File: src/rtl/koto_trig_pkg.sv
// Shared types and default widths for the trigger pulse shaper.
package koto_trig_pkg;

  localparam int PW_BITS_DEF  = 8;
  localparam int DT_BITS_DEF  = 16;
  localparam int CNT_BITS_DEF = 32;

  typedef enum logic [1:0] {
    ST_IDLE  = 2'd0,
    ST_PULSE = 2'd1,
    ST_DEAD  = 2'd2
  } trig_state_e;

  function automatic int max_int(input int a, input int b);
    return (a > b) ? a : b;
  endfunction

endpackage

File: src/rtl/sat_counter.sv
// Saturating up-counter with synchronous clear (clear beats increment).
// Latency 1 cycle from i_inc/i_clr to o_cnt; no backpressure.
module sat_counter
  import koto_trig_pkg::*;
#(
  parameter int W = CNT_BITS_DEF
) (
  input  logic         clk,
  input  logic         rst_n,
  input  logic         i_inc,
  input  logic         i_clr,
  output logic [W-1:0] o_cnt
);

  localparam logic [W-1:0] ONE = {{(W-1){1'b0}}, 1'b1};

  logic [W-1:0] r_cnt;

  always_ff @(posedge clk or negedge rst_n) begin
    if (!rst_n) begin
      r_cnt <= '0;
    end else if (i_clr) begin
      r_cnt <= '0;
    end else if (i_inc && (r_cnt != '1)) begin
      r_cnt <= r_cnt + ONE;
    end
  end

  assign o_cnt = r_cnt;

endmodule

File: src/rtl/trig_pulse_shaper.sv
// Edge-to-pulse shaper: IDLE->PULSE(W)->DEAD(D), outputs registered (1 cycle after accept), no backpressure.
// Veto input is honoured only when TRIG_SHAPER_VETO_EN is defined.
module trig_pulse_shaper
  import koto_trig_pkg::*;
#(
  parameter int PW_BITS  = PW_BITS_DEF,
  parameter int DT_BITS  = DT_BITS_DEF,
  parameter int CNT_BITS = CNT_BITS_DEF
) (
  input  logic                clk,
  input  logic                rst_n,
  input  logic                edge_in,
  input  logic                enable,
  input  logic                veto,
  input  logic [PW_BITS-1:0]  pulse_width,
  input  logic [DT_BITS-1:0]  dead_time,
  input  logic                cnt_clear,
  output logic                trig_out,
  output logic                busy,
  output logic                accept_strobe,
  output logic [CNT_BITS-1:0] accept_cnt,
  output logic [CNT_BITS-1:0] reject_cnt
);

  localparam int TW = max_int(PW_BITS, DT_BITS);
  localparam logic [TW-1:0] T_ONE = TW'(1);

  trig_state_e         r_state;
  logic [TW-1:0]       r_tmr;
  logic [DT_BITS-1:0]  r_dt;
  logic                r_trig;
  logic                r_busy;
  logic                r_strobe;

  logic                w_veto;
  logic                w_accept;
  logic                w_reject;
  logic [TW-1:0]       w_pw_eff;

`ifdef TRIG_SHAPER_VETO_EN
  assign w_veto = veto;
`else
  logic w_veto_unused;
  assign w_veto_unused = veto;
  assign w_veto        = 1'b0;
`endif

  assign w_accept = (r_state == ST_IDLE) && edge_in && enable && !w_veto;
  assign w_reject = edge_in && enable && !w_accept;
  // A zero width still produces a single-cycle pulse.
  assign w_pw_eff = (pulse_width == '0) ? T_ONE : TW'(pulse_width);

  // r_tmr holds the cycles left in the current state, including the present one.
  always_ff @(posedge clk or negedge rst_n) begin
    if (!rst_n) begin
      r_state  <= ST_IDLE;
      r_tmr    <= '0;
      r_dt     <= '0;
      r_trig   <= 1'b0;
      r_busy   <= 1'b0;
      r_strobe <= 1'b0;
    end else begin
      r_strobe <= w_accept;
      case (r_state)
        ST_IDLE: begin
          if (w_accept) begin
            r_state <= ST_PULSE;
            r_tmr   <= w_pw_eff;
            r_dt    <= dead_time;
            r_trig  <= 1'b1;
            r_busy  <= 1'b1;
          end
        end
        ST_PULSE: begin
          if (r_tmr == T_ONE) begin
            r_trig <= 1'b0;
            if (r_dt == '0) begin
              r_state <= ST_IDLE;
              r_busy  <= 1'b0;
            end else begin
              r_state <= ST_DEAD;
              r_tmr   <= TW'(r_dt);
            end
          end else begin
            r_tmr <= r_tmr - T_ONE;
          end
        end
        ST_DEAD: begin
          if (r_tmr == T_ONE) begin
            r_state <= ST_IDLE;
            r_busy  <= 1'b0;
          end else begin
            r_tmr <= r_tmr - T_ONE;
          end
        end
        default: begin
          r_state <= ST_IDLE;
          r_trig  <= 1'b0;
          r_busy  <= 1'b0;
        end
      endcase
    end
  end

  sat_counter #(.W(CNT_BITS)) u_accept_cnt (
    .clk   (clk),
    .rst_n (rst_n),
    .i_inc (w_accept),
    .i_clr (cnt_clear),
    .o_cnt (accept_cnt)
  );

  sat_counter #(.W(CNT_BITS)) u_reject_cnt (
    .clk   (clk),
    .rst_n (rst_n),
    .i_inc (w_reject),
    .i_clr (cnt_clear),
    .o_cnt (reject_cnt)
  );

  assign trig_out      = r_trig;
  assign busy          = r_busy;
  assign accept_strobe = r_strobe;

endmodule
File: config.mk
export PLATFORM = sky130hd
export DESIGN_NAME = trig_pulse_shaper
export DESIGN_NICKNAME = d
export VERILOG_FILES = /design/src/rtl/koto_trig_pkg.sv /design/src/rtl/sat_counter.sv /design/src/rtl/trig_pulse_shaper.sv
export SDC_FILE = /design/constraint.sdc
export NUM_CORES = 1
export LEC_CHECK = 0
export CAP_MARGIN = 20
export CELL_PAD_IN_SITES_DETAIL_PLACEMENT = 1
export CELL_PAD_IN_SITES_GLOBAL_PLACEMENT = 1
export CORE_MARGIN = 5
export CORE_UTILIZATION = 40
export CTS_CLUSTER_DIAMETER = 40
export CTS_CLUSTER_SIZE = 25
export DETAILED_ROUTE_END_ITERATION = 8
export PLACE_DENSITY_LB_ADDON = 0.1
export SLEW_MARGIN = 10
export SYNTH_ARGS = -nofsm -noshare
export SYNTH_HDL_FRONTEND = slang
export SYNTH_HIERARCHICAL = 1
export SYNTH_SLANG_ARGS = --single-unit
File: constraint.sdc
create_clock -name clk -period 6.3 [get_ports clk]
set_clock_uncertainty 0.15 [all_clocks]
set_input_delay 1.26 -clock clk [delete_from_list [all_inputs] [get_ports clk]]
set_output_delay 1.26 -clock clk [all_outputs]
set_load 0.01 [all_outputs]
==> run metrics <==
status finished clean; Seq/Total Area, Yosys 42.9%; cell count after synthesis 607; layout cell share with drive strength beyond 1 11.5%; simple-gate portion of the synthesized area 24.4%; die height 131 um; Crit Path Class input port to flip-flop; PortBufs 95; synthesized cell area 0.00590 sq mm; Async S/R FF share, synth 100%; pin count of the biggest net entering global routing 71; Cell Pwr Density 280 mW/mm^2; final hold violation count 0; RSZ-0062 raised after global routing false; DP Area 0.00698 sq mm; Diodes inserted 0; Initial Util 40.7%; fillers 1622; post-synth top area share 42.9%; Rows 44; P&R area growth vs syn 23.7%; Max VDD drop 0.108 mV; met3 WL post-DR 568 um; adder-cell share of the synthesized area 1.70%; Synth Area in Compound Gates 16.7%; CP Launch Type input port; clk sinks 101; worst r2r src r_tmr[4]; Overall Global Routing Usage 19.8%; flops & latches, synth 101; final WL 17.1 mm; Placed Cells 863; relative slew slack 31.4%; Synth cell types 61; Synth area leader dfrtp_1; Non-Filler Instances 879; Worst-Margin Slew 1030 ps; nature of the critical path endpoint flip-flop; clock latency on the worst-skew pair 350 ps; worst-path cell chain clkdlybuf4s50_1, nand3_1, buf_4, inv_1, and3_1, nand4_1, a21o_1, nor4_1, mux2_2; CTS tree yes; Synth Flop Type dfrtp_1; Vias 5128; CTS Buf Count 9; Hold Crit Start r_tmr[13]; # setup viols final 0; number of global-route vias before repair 5542; Hold Path Class flip-flop to flip-flop; setup bufs post-CTS 0; die area 0.0173 sq mm; Clock Path Buffers 2; Critical Path AT 3870 ps; hold worst-path end r_tmr[13]; Max Clock Freq 265 MHz; met1 WL 7.78 mm; final instance area 0.00730 sq mm; Ports 97; Tcrit/Tclk final 60.0%; routed length on met2 8.62 mm; largest family of logic cells by synthesized area simple AND/OR/NAND/NOR gates; DRC 0; Slew Limit Fails 0; RD Place Congestion 0.850; R2R depth 5; Syn Area/Cell 9.71 sq um; first-pass iteration count of the detailed router 4; # resized after CTS 0; DRT iter0 DRCs 255; grt ovf 0; final hold slack 380 ps; Die X 131 um; WL/cell 19.5 um; CP max FO 19; hold_buf cts 0; core area 0.0145 sq mm; H-tree levels 3; cell with the most instances after synthesis dfrtp_1; Post-synth EDFFs 0; final setup TNS 0 ps; Static Leak 0.00283 uW; global-route wire length before repair 28.9 mm; Multi-input gate area 0.00316 sq mm; Tot Pwr 2040 uW; initial antenna violation count 0; clk root buf clkbuf_16; CP max stage cell clkdlybuf4s50_1; Post-Syn Nets 645; hpwl dp 12.1 mm; hold-critical path depth 1; most frequent cells after synthesis dfrtp_1, nor2_1, nand2_1; WP buf/inv 3; min cycle time layout 3780 ps; synth top area cells dfrtp_1, mux2_2, nor2_1; DR top layer met4; antenna viol nets, final 0; R2R Path End r_tmr[6]; WP data required 6390 ps; Final #Nets 728; Synth Area in XOR/XNOR 4.75%; area occupied by registers 0.00253 sq mm; Vias/cell 5.83; r2r setup slk 2880 ps; CP peak stage delay 550 ps; YS warnings 6; mux cell area share after synthesis 6.20%; Max Cap Viol 0; crit-path leading delay family buffers and inverters; CTS clk-pin slew, worst paths 70 ps
[power breakdown]
group	internal [uW]	switching (uW)
combinational	241	327
sequential	744	126
clock	349	255
total	1330	708
[cells by family after synthesis]
group / count (synthesis)
simple gates: 251
compound gates: 133
flops: 101
buf+inv: 50
xor+xnor: 32
mux: 32
fa+ha+maj: 8
[cell usage in the layout, fill, tap and decap left out, types with 4 or more instances in the layout]
| cell type | netlist | final |
|---|---|---|
| dfrtp_1 | 101 | 101 |
| clkdlybuf4s50_1 | 0 | 93 |
| nor2_1 | 63 | 63 |
| nand2_1 | 33 | 33 |
| mux2_2 | 28 | 28 |
| a21oi_1 | 26 | 26 |
| nand3_1 | 26 | 26 |
| inv_1 | 23 | 23 |
| xnor2_1 | 23 | 23 |
| nand4_1 | 16 | 16 |
| nor4_1 | 15 | 15 |
| o21ai_0 | 14 | 14 |
| nor3_1 | 14 | 14 |
| and3_1 | 14 | 14 |
| o2bb2ai_1 | 13 | 13 |
| o221ai_1 | 12 | 12 |
| nor2b_1 | 12 | 12 |
| a211oi_1 | 10 | 10 |
| or3_1 | 10 | 10 |
| xor2_1 | 9 | 9 |
| clkbuf_16 | 0 | 9 |
| or4_1 | 8 | 8 |
| ha_1 | 8 | 8 |
| a31oi_1 | 7 | 7 |
| a21o_1 | 7 | 7 |
| o31ai_1 | 7 | 7 |
| a22oi_1 | 7 | 7 |
| and2_1 | 6 | 6 |
| a221oi_1 | 5 | 5 |
| nor4_2 | 5 | 5 |
| buf_4 | 2 | 5 |
| nand2b_1 | 4 | 4 |
| a31o_2 | 4 | 4 |
[cell type report]
cell class	instances	area share, %
Clock buffer	10	3.14
Multi-Input combinational cell	456	43.4
Clock inverter	6	1.18
Timing Repair Buffer	99	13.3
Inverter	23	1.18
Tap cell	184	3.16
Sequential cell	101	34.6
[registers in the layout, summed over array words and instances (netlist names)]
name / flops
u_accept_cnt/o_cnt: 32
u_reject_cnt/o_cnt: 32
r_dt: 16
r_tmr: 16
r_state: 2
accept_strobe: 1
busy: 1
trig_out: 1
[worst max-delay path by stage]
stage / start / to / slack, ps / depth (start not counted)
floorplan: enable / u_accept_cnt/o_cnt[31] / 2890 / 9
global placement: enable / u_accept_cnt/o_cnt[31] / 2190 / 9
detailed placement: edge_in / u_accept_cnt/o_cnt[29] / 2150 / 9
CTS: edge_in / u_accept_cnt/o_cnt[31] / 2500 / 9
global route: edge_in / u_accept_cnt/o_cnt[29] / 2320 / 9
finish: enable / u_accept_cnt/o_cnt[31] / 2520 / 9
[metal layers]
metal | global-route usage [%] | vias up
met3 | 4.66 | 10
met2 | 33.9 | 86
met1 | 25.6 | 2603
li1 | - | 2429
met5 | 0 | -
met4 | 4.17 | 0
[worst reg2reg max path: cells and delay by family (launching register included)]
kind               cells  cell delay (ps)
AOI/OAI and AO/OA      2              450
DFF                    1              480
and+or+nand+nor        3             2250
[stage by stage]
step / util (%) / worst slack [ps]
floorplan: - / 2890
global placement: 48.2 / 2190
detailed placement: 48.2 / 2150
CTS: 50.4 / 2500
global route: 50.4 / 2320
finish: 50.4 / 2520
Note: power is estimated with default switching activity, not from simulation.
